File: src/rtl/prime_ctrl.sv
// -----------------------------------------------------------------------------
// prime_ctrl
//
// Sequencing controller that tests an unsigned 15-bit value for primality by
// trial division on an external combinational 16-bit ALU. The controller owns
// the operand registers (N, D, R), drives the ALU control and operand ports
// every cycle, and consumes the ALU result and flags in the same cycle.
//
// Algorithm: D starts at 2. CHK compares N against D. TEST subtracts D from R
// repeatedly until R hits zero (composite) or drops below D (try the next
// divisor). NEXT increments D.
//
// Ports
//   clk     in   1   system clock, rising edge
//   rst     in   1   asynchronous active-high reset
//   start   in   1   request pulse, sampled only in IDLE
//   n       in  16   value to test, latched on an accepted start
//   busy    out  1   high from the cycle after acceptance through DONE
//   done    out  1   one-cycle pulse, result valid
//   prime   out  1   result, held until the next accepted start
//   err     out  1   n[15] was set (out of range), held like prime
//   alu_x   out 16   ALU operand x
//   alu_y   out 16   ALU operand y
//   alu_zc  out  2   ALU result select (0=x, 1=y+1, 2=x-y, 3=const 2)
//   alu_sc  out  2   ALU compare select (0: x==2, 1: x==0, 2/3: x==y)
//   alu_z   in  16   ALU result
//   alu_s   in   2   ALU status ([0]=sign of x-y, [1]=equality)
//   cycles  out 16   (only with PRIME_CTRL_CYCCNT_EN) edges from acceptance
//                    to done, saturating at 16'hFFFF
//
// Build option: define PRIME_CTRL_CYCCNT_EN to add the cycles output and its
// counter. Without it, there is no cycles port and no counter logic.
// -----------------------------------------------------------------------------
module prime_ctrl (
    input  logic        clk,
    input  logic        rst,
    input  logic        start,
    input  logic [15:0] n,
    output logic        busy,
    output logic        done,
    output logic        prime,
    output logic        err,
`ifdef PRIME_CTRL_CYCCNT_EN
    output logic [15:0] cycles,
`endif
    output logic [15:0] alu_x,
    output logic [15:0] alu_y,
    output logic [1:0]  alu_zc,
    output logic [1:0]  alu_sc,
    input  logic [15:0] alu_z,
    input  logic [1:0]  alu_s
);

    typedef enum logic [2:0] {
        S_IDLE  = 3'd0,
        S_LOAD2 = 3'd1,
        S_CHK   = 3'd2,
        S_TEST  = 3'd3,
        S_NEXT  = 3'd4,
        S_DONE  = 3'd5
    } state_t;

    localparam logic [1:0] ZC_X     = 2'd0;
    localparam logic [1:0] ZC_YINC  = 2'd1;
    localparam logic [1:0] ZC_SUB   = 2'd2;
    localparam logic [1:0] ZC_TWO   = 2'd3;
    localparam logic [1:0] SC_EQ2   = 2'd0;
    localparam logic [1:0] SC_ZERO  = 2'd1;
    localparam logic [1:0] SC_EQXY  = 2'd2;

    state_t      state_q, state_d;
    logic [15:0] n_q, n_d;
    logic [15:0] d_q, d_d;
    logic [15:0] r_q, r_d;
    logic        prime_q, prime_d;
    logic        err_q, err_d;

    // Sign of x-y is an exact less-than only because N (and hence R, D) stays
    // below 2^15; out-of-range requests never reach CHK.
    logic        lt_flag;
    logic        eq_flag;
    assign lt_flag = alu_s[0];
    assign eq_flag = alu_s[1];

    always_ff @(posedge clk or posedge rst) begin
        if (rst) begin
            state_q <= S_IDLE;
            n_q     <= '0;
            d_q     <= '0;
            r_q     <= '0;
            prime_q <= 1'b0;
            err_q   <= 1'b0;
        end else begin
            state_q <= state_d;
            n_q     <= n_d;
            d_q     <= d_d;
            r_q     <= r_d;
            prime_q <= prime_d;
            err_q   <= err_d;
        end
    end

    always_comb begin
        state_d = state_q;
        n_d     = n_q;
        d_d     = d_q;
        r_d     = r_q;
        prime_d = prime_q;
        err_d   = err_q;
        // Idle/DONE drive: pass-through of N with the x==2 compare.
        alu_x   = n_q;
        alu_y   = d_q;
        alu_zc  = ZC_X;
        alu_sc  = SC_EQ2;

        case (state_q)
            S_IDLE: begin
                if (start) begin
                    n_d     = n;
                    prime_d = 1'b0;
                    if (n[15]) begin
                        err_d   = 1'b1;
                        state_d = S_DONE;
                    end else begin
                        err_d   = 1'b0;
                        state_d = S_LOAD2;
                    end
                end
            end

            S_LOAD2: begin
                alu_zc  = ZC_TWO;
                d_d     = alu_z;
                state_d = S_CHK;
            end

            S_CHK: begin
                alu_zc = ZC_SUB;
                alu_sc = SC_EQXY;
                if (eq_flag) begin
                    // No divisor below N divided it.
                    prime_d = 1'b1;
                    state_d = S_DONE;
                end else if (lt_flag) begin
                    // Only reachable for N = 0 or 1.
                    prime_d = 1'b0;
                    state_d = S_DONE;
                end else begin
                    r_d     = alu_z;
                    state_d = S_TEST;
                end
            end

            S_TEST: begin
                alu_x  = r_q;
                alu_zc = ZC_SUB;
                alu_sc = SC_ZERO;
                if (eq_flag) begin
                    prime_d = 1'b0;
                    state_d = S_DONE;
                end else if (lt_flag) begin
                    state_d = S_NEXT;
                end else begin
                    r_d = alu_z;
                end
            end

            S_NEXT: begin
                alu_zc  = ZC_YINC;
                d_d     = alu_z;
                state_d = S_CHK;
            end

            S_DONE: begin
                // start is deliberately ignored here; earliest re-accept is
                // the following IDLE cycle.
                state_d = S_IDLE;
            end

            default: begin
                state_d = S_IDLE;
            end
        endcase
    end

    assign busy  = (state_q != S_IDLE);
    assign done  = (state_q == S_DONE);
    assign prime = prime_q;
    assign err   = err_q;

`ifdef PRIME_CTRL_CYCCNT_EN
    logic [15:0] cyc_q, cyc_d;

    // Acceptance edge counts as 1; every edge leaving a working state counts,
    // including the one that enters DONE. DONE/IDLE hold the value.
    always_comb begin
        cyc_d = cyc_q;
        if (state_q == S_IDLE) begin
            if (start) begin
                cyc_d = 16'd1;
            end
        end else if (state_q != S_DONE) begin
            if (cyc_q != 16'hFFFF) begin
                cyc_d = cyc_q + 16'd1;
            end
        end
    end

    always_ff @(posedge clk or posedge rst) begin
        if (rst) begin
            cyc_q <= '0;
        end else begin
            cyc_q <= cyc_d;
        end
    end

    assign cycles = cyc_q;
`endif

endmodule

File: config.mk
export PLATFORM = sky130hd
export DESIGN_NAME = prime_ctrl
export DESIGN_NICKNAME = d
export VERILOG_FILES = /design/src/rtl/prime_ctrl.sv
export SDC_FILE = /design/constraint.sdc
export NUM_CORES = 1
export LEC_CHECK = 0
export CAP_MARGIN = 10
export CORE_MARGIN = 8
export CORE_UTILIZATION = 40
export DETAILED_ROUTE_END_ITERATION = 6
export PLACE_DENSITY_LB_ADDON = 0.15
export SLEW_MARGIN = 20
export SYNTH_ARGS = -nofsm -noshare
export SYNTH_HDL_FRONTEND = slang
export SYNTH_SLANG_ARGS = --single-unit
File: constraint.sdc
create_clock -name clk -period 2.4 [get_ports clk]
set_input_delay 0.36 -clock clk [delete_from_list [all_inputs] [get_ports clk]]
set_output_delay 0.36 -clock clk [all_outputs]
set_load 0.02 [all_outputs]
==> key figures, run 1 <==
Final layout
  • Layout cells sized above 1: 0.3697
  • Antenna cell count: 0
  • Area growth syn-to-layout: 44.44%
  • Net count of the finished layout: 274
  • Finished Layout Cells: 310

Yosys
  • Synth Register Bits: 52
  • Distinct cells, synth: 23
  • Synthesis Warnings: 0
  • Cell area after synthesis: 2308 sq um
  • Sequential share of the synthesized area: 0.5637
  • Syn Nets: 189
  • Avg Cell Area, Syn: 15.19 sq um
  • Syn Inst Count: 152

STA
  • Final min period: 2142 ps
  • Final setup vio count: 0
  • Final hold vios: 0
  • Setup TNS: 0 ps
  • FMAX: 466.9 MHz
  • Slew Limit Fails: 0
  • Final worst path period share: 0.8924
  • Slew at the pin closest to its max-slew limit: 437.0 ps
  • RSZ-0062 raised after global routing: false
  • Hold slack: 390.7 ps
  • Final Skew: 4.674 ps
  • Max-Slew Margin vs Limit: 0.7082
  • Crit path setup slack, layout: 258.3 ps

Die
  • FP Rows: 27
  • Io pins: 77
  • Die width: 91.97 um
  • Initial Util: 0.4167
  • Core Footprint: 5540 sq um
  • DIE AREA: 8458 sq um
  • Die Height: 91.97 um

Power and ir drop
  • Total power: 0.004948 W
  • Worst-case vdd ir drop: 0.6896 mV
  • Leak: 1.549 nW
  • Pwr/cell area: 1484 nW/um^2

Routing
  • Routed len/inst: 17.72 um
  • Remaining DRCs: 0
  • Routed Antenna Nets: 0
  • Final wirelength: 5493 um
  • Drt pass-1 iters: 3
  • Vias after detailed routing: 1509
  • Initial DRC count: 21
  • Drt via density: 4.868

Setup path
  • Reg-to-Reg Start: state_q[2]$_DFFE_PP0P_
  • CP startpoint kind: flop
  • CP Capture Type: output pin
  • Worst Setup SP: state_q[0]$_DFFE_PP0P_
  • Crit path required time: 2040 ps
  • Largest stage delay on the critical path: 490 ps
  • CP delay by family, top: buffers and inverters
  • CP Max Fanout: 9
  • CP cell instances: nand3b_2, buf_4, mux2_2, dlygate4sd2_1
  • CP arrival: 1780 ps
  • Setup CP Type: flop to output pin
  • Worst path bufs/invs: 2
  • Crit path max-delay cell type: dfrtp_2

Global routing
  • Antenna violations before repair: 0
  • Pin count of the biggest net entering global routing: 34
  • GRT Total Usage: 0.1347
  • Vias in the first global route: 1782
  • GRT overflow: 0
  • First-pass GRT wire length: 9094 um

Clock network
  • # resized after CTS: 2
  • CTS tree: built
  • Clock Latency Late Sink: 300 ps
  • Clock sink total: 52
  • Hold-fix buffers at CTS: 0
  • Clk root buf: clkbuf_8
  • Clock transition at path regs: 90 ps
  • Setup Buffers After CTS: 0
  • Cts bufs inserted: 5
  • Max Root-Sink Buffers: 2
  • CTS H-tree lvls: 2

Job
  • Max-cap violation count: 0

Place
  • Cell count after placement: 302
  • Routability congestion estimate: 0.8006
  • DPL Wire Length: 4083 um
  • Setup Slack @ Placement: 324.3 ps
  • Port Buffers: 76

Worst hold path
  • Hold/Removal Path Class: input port to asynchronous set/reset pin

Outcome
  • Status: completed
-- cell usage after synthesis, drive strengths merged --
master	number	share of area
mux2	63	0.32
dfrtp	52	0.56
buf	7	0.030
inv	6	0.0098
nor2	5	0.0092
nand2	3	0.0049
o21ai	3	0.0065
a21oi	2	0.0043
mux2i	1	0.0043
nand2b	1	0.0060
nand3b	1	0.0049
nor3	1	0.0070
nor3b	1	0.0033
nor4b	1	0.010
o21bai	1	0.0033
o22ai	1	0.0027
o31ai	1	0.0033
or2	1	0.0027
xnor2	1	0.0038
-- cell type report --
class                           instances  area, sq um
Tap cell                               72        90.09
Clock buffer                            7        96.34
Multi-Input combinational cell         87        915.9
Timing Repair Buffer                   85        877.1
Inverter                                6        22.52
Clock inverter                          1        30.03
Fill cell                             437         2206
Sequential cell                        52         1303
-- cells in the final DEF (no fill, tap or decap), drive strengths merged, types with 2 or more instances in the layout --
cell	instances
dfrtp	52
nor2	5
inv	6
clkbuf	7
clkdlybuf4s50	60
dlymetal6s2s	15
nand2	3
mux2	63
buf	9
o21ai	3
a21oi	2
-- report_power, final --
part | leakage (nW) | switching (W) | total, W | internal (W)
clock network | 0.0645 | 0.000271 | 0.000639 | 0.000368
logic | 0.867 | 0.00123 | 0.00273 | 0.00151
registers | 0.618 | 0.000242 | 0.00157 | 0.00133
-- routing by layer --
layer  share of wire  routed length (um)  global-route usage  vias to the layer above
li1                -                   -                   -                      699
met3           0.059                 325             0.04890                        8
met5               0                   0                   0                        -
met4           0.015                  80             0.04161                        0
met2            0.51                2812              0.2372                       45
met1            0.41                2274              0.1472                      757
-- cell families after synthesis --
| kind of cell | Yosys count | share of synthesized area |
|---|---|---|
| flip-flops | 52 | 0.5637 |
| AO/OA/AOI/OAI | 8 | 0.02006 |
| multiplexers | 64 | 0.3247 |
| buffers and inverters | 13 | 0.03956 |
| AND/OR/NAND/NOR | 14 | 0.04824 |
| XOR/XNOR | 1 | 0.003795 |
-- worst paths after layout --
check / end / slack, ps / cells past startpoint
max in group asynchronous: state_q[0]$_DFFE_PP0P_ / 1490 / 3
worst max-delay path: alu_x[6] / 260 / 4
worst max register to register: r_q[4]$_DFFE_PP0P_ / 790 / 5
min in group clk: r_q[15]$_DFFE_PP0P_ / 510 / 1
worst min register to register: r_q[15]$_DFFE_PP0P_ / 510 / 1
worst min-delay path: n_q[8]$_DFFE_PP0P_ / 390 / 2
-- flip-flops by register name, summed over array words and instances (netlist names) --
signal / count
alu_y: 16
r_q: 16
n_q: 15
state_q: 3
err: 1
prime: 1
-- worst register-to-register path: stages (launching register included) --
cell      delay (ps)
dfrtp_1          390
buf_4            170
nand2b_4         160
nor3_4           100
buf_4            290
mux2_2           380
-- metrics by stage --
stage                     utilization  area, sq um
after floorplan                     -         2308
after global placement         0.5723         3171
after detailed placement       0.5723         3171
after CTS                      0.5951         3297
after global routing           0.6019         3334
final                          0.6019         3334
Power figures use the tool's default switching activity.
==> run 2: changes to the inputs <==
Settings changed: PLACE_DENSITY set to 0.83, PLACE_DENSITY_LB_ADDON 0.15 to unset, RECOVER_POWER set to 25.
==> run 2 against run 1 <==
Count of clock-buffer cells in the layout fell by 1. Via count fell by 1.7%. Largest cell class unchanged. Sequential cell count did not move. Utilization fell by 0.65 points. Critical path depth fell by 1. Hold slack improved by 120 ps. Cell count did not move. Non-clock buffer count did not move.
==> key figures, run 2 (synthesis results as in run 1) <==
Final layout
  • Antenna cell count: 0 (unchanged)
  • Filler instances: 462 (+5.7%)
  • Finished Layout Cells: 310 (unchanged)
  • Commonest non-fill, non-tap cells in the layout: clkdlybuf4s50_1, mux2_2, dfrtp_1
  • Most common cell after layout, fill and taps aside: clkdlybuf4s50_1
  • Layout cells sized above 1: 0.3613 (-0.008403)
  • Area growth syn-to-layout: 42.87%
  • FF+latch area: 1301 sq um (about the same)
  • Multi-input logic area: 915.9 sq um (unchanged)
  • Net count of the finished layout: 274 (unchanged)

Setup path
  • Setup CP Type: flop to output pin
  • Crit path required time: 2040 ps (about the same)
  • CP Capture Type: output pin
  • CP arrival: 1840 ps (+60 ps)
  • CP startpoint kind: flop
  • CP Max Fanout: 4 (-5)

Routing
  • DR WL met2: 2629 um (-6.5%)
  • Remaining DRCs: 0 (unchanged)
  • Vias after detailed routing: 1483 (-1.7%)
  • Initial DRC count: 43 (+100%)
  • Met3 WL: 358 um (+10%)
  • Routed Antenna Nets: 0 (unchanged)
  • Routed len/inst: 17.14 um (-3.3%)
  • Final wirelength: 5313 um (-3.3%)
  • Drt via density: 4.784 (-1.7%)
  • Max layer used: met4
  • Drt pass-1 iters: 2 (-1)
  • Wire length on met1: 2268 um (-0.26%)

STA
  • Max-Slew Margin vs Limit: 0.4525 (-0.2557)
  • Slew at the pin closest to its max-slew limit: 820.4 ps (+383.4 ps)
  • Setup TNS: 0 ps (unchanged)
  • Final Skew: 3.784 ps (-0.8908 ps)
  • FMAX: 454.3 MHz (-2.7%)
  • Final setup vio count: 0 (unchanged)
  • Final min period: 2201 ps (+59.64 ps)
  • Final worst path period share: 0.9172 (+0.02485)
  • Final hold vios: 0 (unchanged)
  • RSZ-0062 raised after global routing: false
  • Slew Limit Fails: 0 (unchanged)

Power and ir drop
  • Leak: 1.511 nW (-2.5%)
  • Pwr/cell area: 1474 nW/um^2 (-0.67%)
  • Worst-case vdd ir drop: 0.7409 mV (+7.4%)

Clock network
  • Clock transition at path regs: 90 ps (about the same)
  • Clk root buf: clkbuf_8
  • Clock sink total: 52 (unchanged)
  • Max Root-Sink Buffers: 2 (unchanged)
  • Cts bufs inserted: 5 (unchanged)
  • CTS H-tree lvls: 2 (unchanged)
  • Clock Latency Late Sink: 300 ps (about the same)
  • CTS tree: built

Global routing
  • GRT Total Usage: 0.1319 (-0.002774)
  • Vias in the first global route: 1713 (-3.9%)
  • Antenna violations before repair: 0 (unchanged)
  • Pin count of the biggest net entering global routing: 32 (-5.9%)
  • GRT overflow: 0 (unchanged)
  • First-pass GRT wire length: 8873 um (-2.4%)

Outcome
  • Status: completed

Worst hold path
  • Hold/Removal Path Class: flop to flop

Die
  • DIE AREA: 8458 sq um (unchanged)
  • Die Height: 91.97 um (unchanged)
  • FP Rows: 27 (unchanged)
  • Core Footprint: 5540 sq um (unchanged)
  • Io pins: 77 (unchanged)
  • Initial Util: 0.4167 (unchanged)
  • Die width: 91.97 um (unchanged)

Job
  • Max-cap violation count: 0 (unchanged)

Place
  • DPL Wire Length: 3930 um (-3.7%)
  • Cell count after placement: 302 (unchanged)
  • Port Buffers: 76 (unchanged)
  • Routability congestion estimate: 0.7237 (-9.6%)
## run 2: per-layer routing
layer	GRT usage	vias to the layer above
met3	0.04808	6
met4	0.04832	0
met5	0	-
met2	0.2193	39
met1	0.1522	742
li1	-	696
## run 2: stage by stage
| stage | power, W | setup slack, ps | util | area (sq um) | hold WS [ps] |
|---|---|---|---|---|---|
| finish | 0.004861 | 198.6 | 0.5953 | 3298 | 511.2 |
| global route | 0.005175 | 94.11 | 0.5953 | 3298 | 525.2 |
| CTS | 0.004987 | 8.215 | 0.5921 | 3281 | 389.8 |
| detailed placement | 0.004443 | 359.5 | 0.5745 | 3183 | 490.7 |
| global placement | 0.004385 | 399.2 | 0.5745 | 3183 | 484.4 |
| floorplan | 0.003307 | 700.7 | - | 2308 | 475.0 |
## run 2: where the power goes
group	total [W]	internal (W)	switching [W]
logic	0.00278	0.00153	0.00124
clock network	0.000526	0.000234	0.000292
registers	0.00156	0.00133	0.000227
## run 2: path summary, 6_finish.rpt
kind | startpoint | endpoint | slack [ps] | cells after the start
worst max-delay path | state_q[2]$_DFFE_PP0P_ | alu_x[6] | 200 | 3
worst min-delay path | n_q[5]$_DFFE_PP0P_ | n_q[5]$_DFFE_PP0P_ | 510 | 1
worst max register to register | state_q[0]$_DFFE_PP0P_ | alu_y[13]$_DFFE_PP0P_ | 780 | 5
worst min register to register | n_q[5]$_DFFE_PP0P_ | n_q[5]$_DFFE_PP0P_ | 510 | 1
max in group asynchronous | rst | prime$_DFFE_PP0P_ | 530 | 3
min in group asynchronous | rst | n_q[4]$_DFFE_PP0P_ | 640 | 2
## run 2: critical path, cell delays in order, from the launching register on
cell	delay [ps]
dfrtp_1	380
nand3b_2	280
mux2_2	260
clkdlybuf4s50_1	620
## run 2: timing repair
item	CTS	global route
endpoints found under the setup margin	0	13
buffers inserted	0	0
gates resized for setup	0	13
hold buffers	0	0
## run 2: final cells by class
class                   count  area share
inverters                   6    0.006829
repair buffers             85      0.2640
flip-flops and latches     52      0.3945
multi-input cells          87      0.2777
well taps                  72     0.02731
clock inverters             2    0.004552
clock buffers               6     0.02504
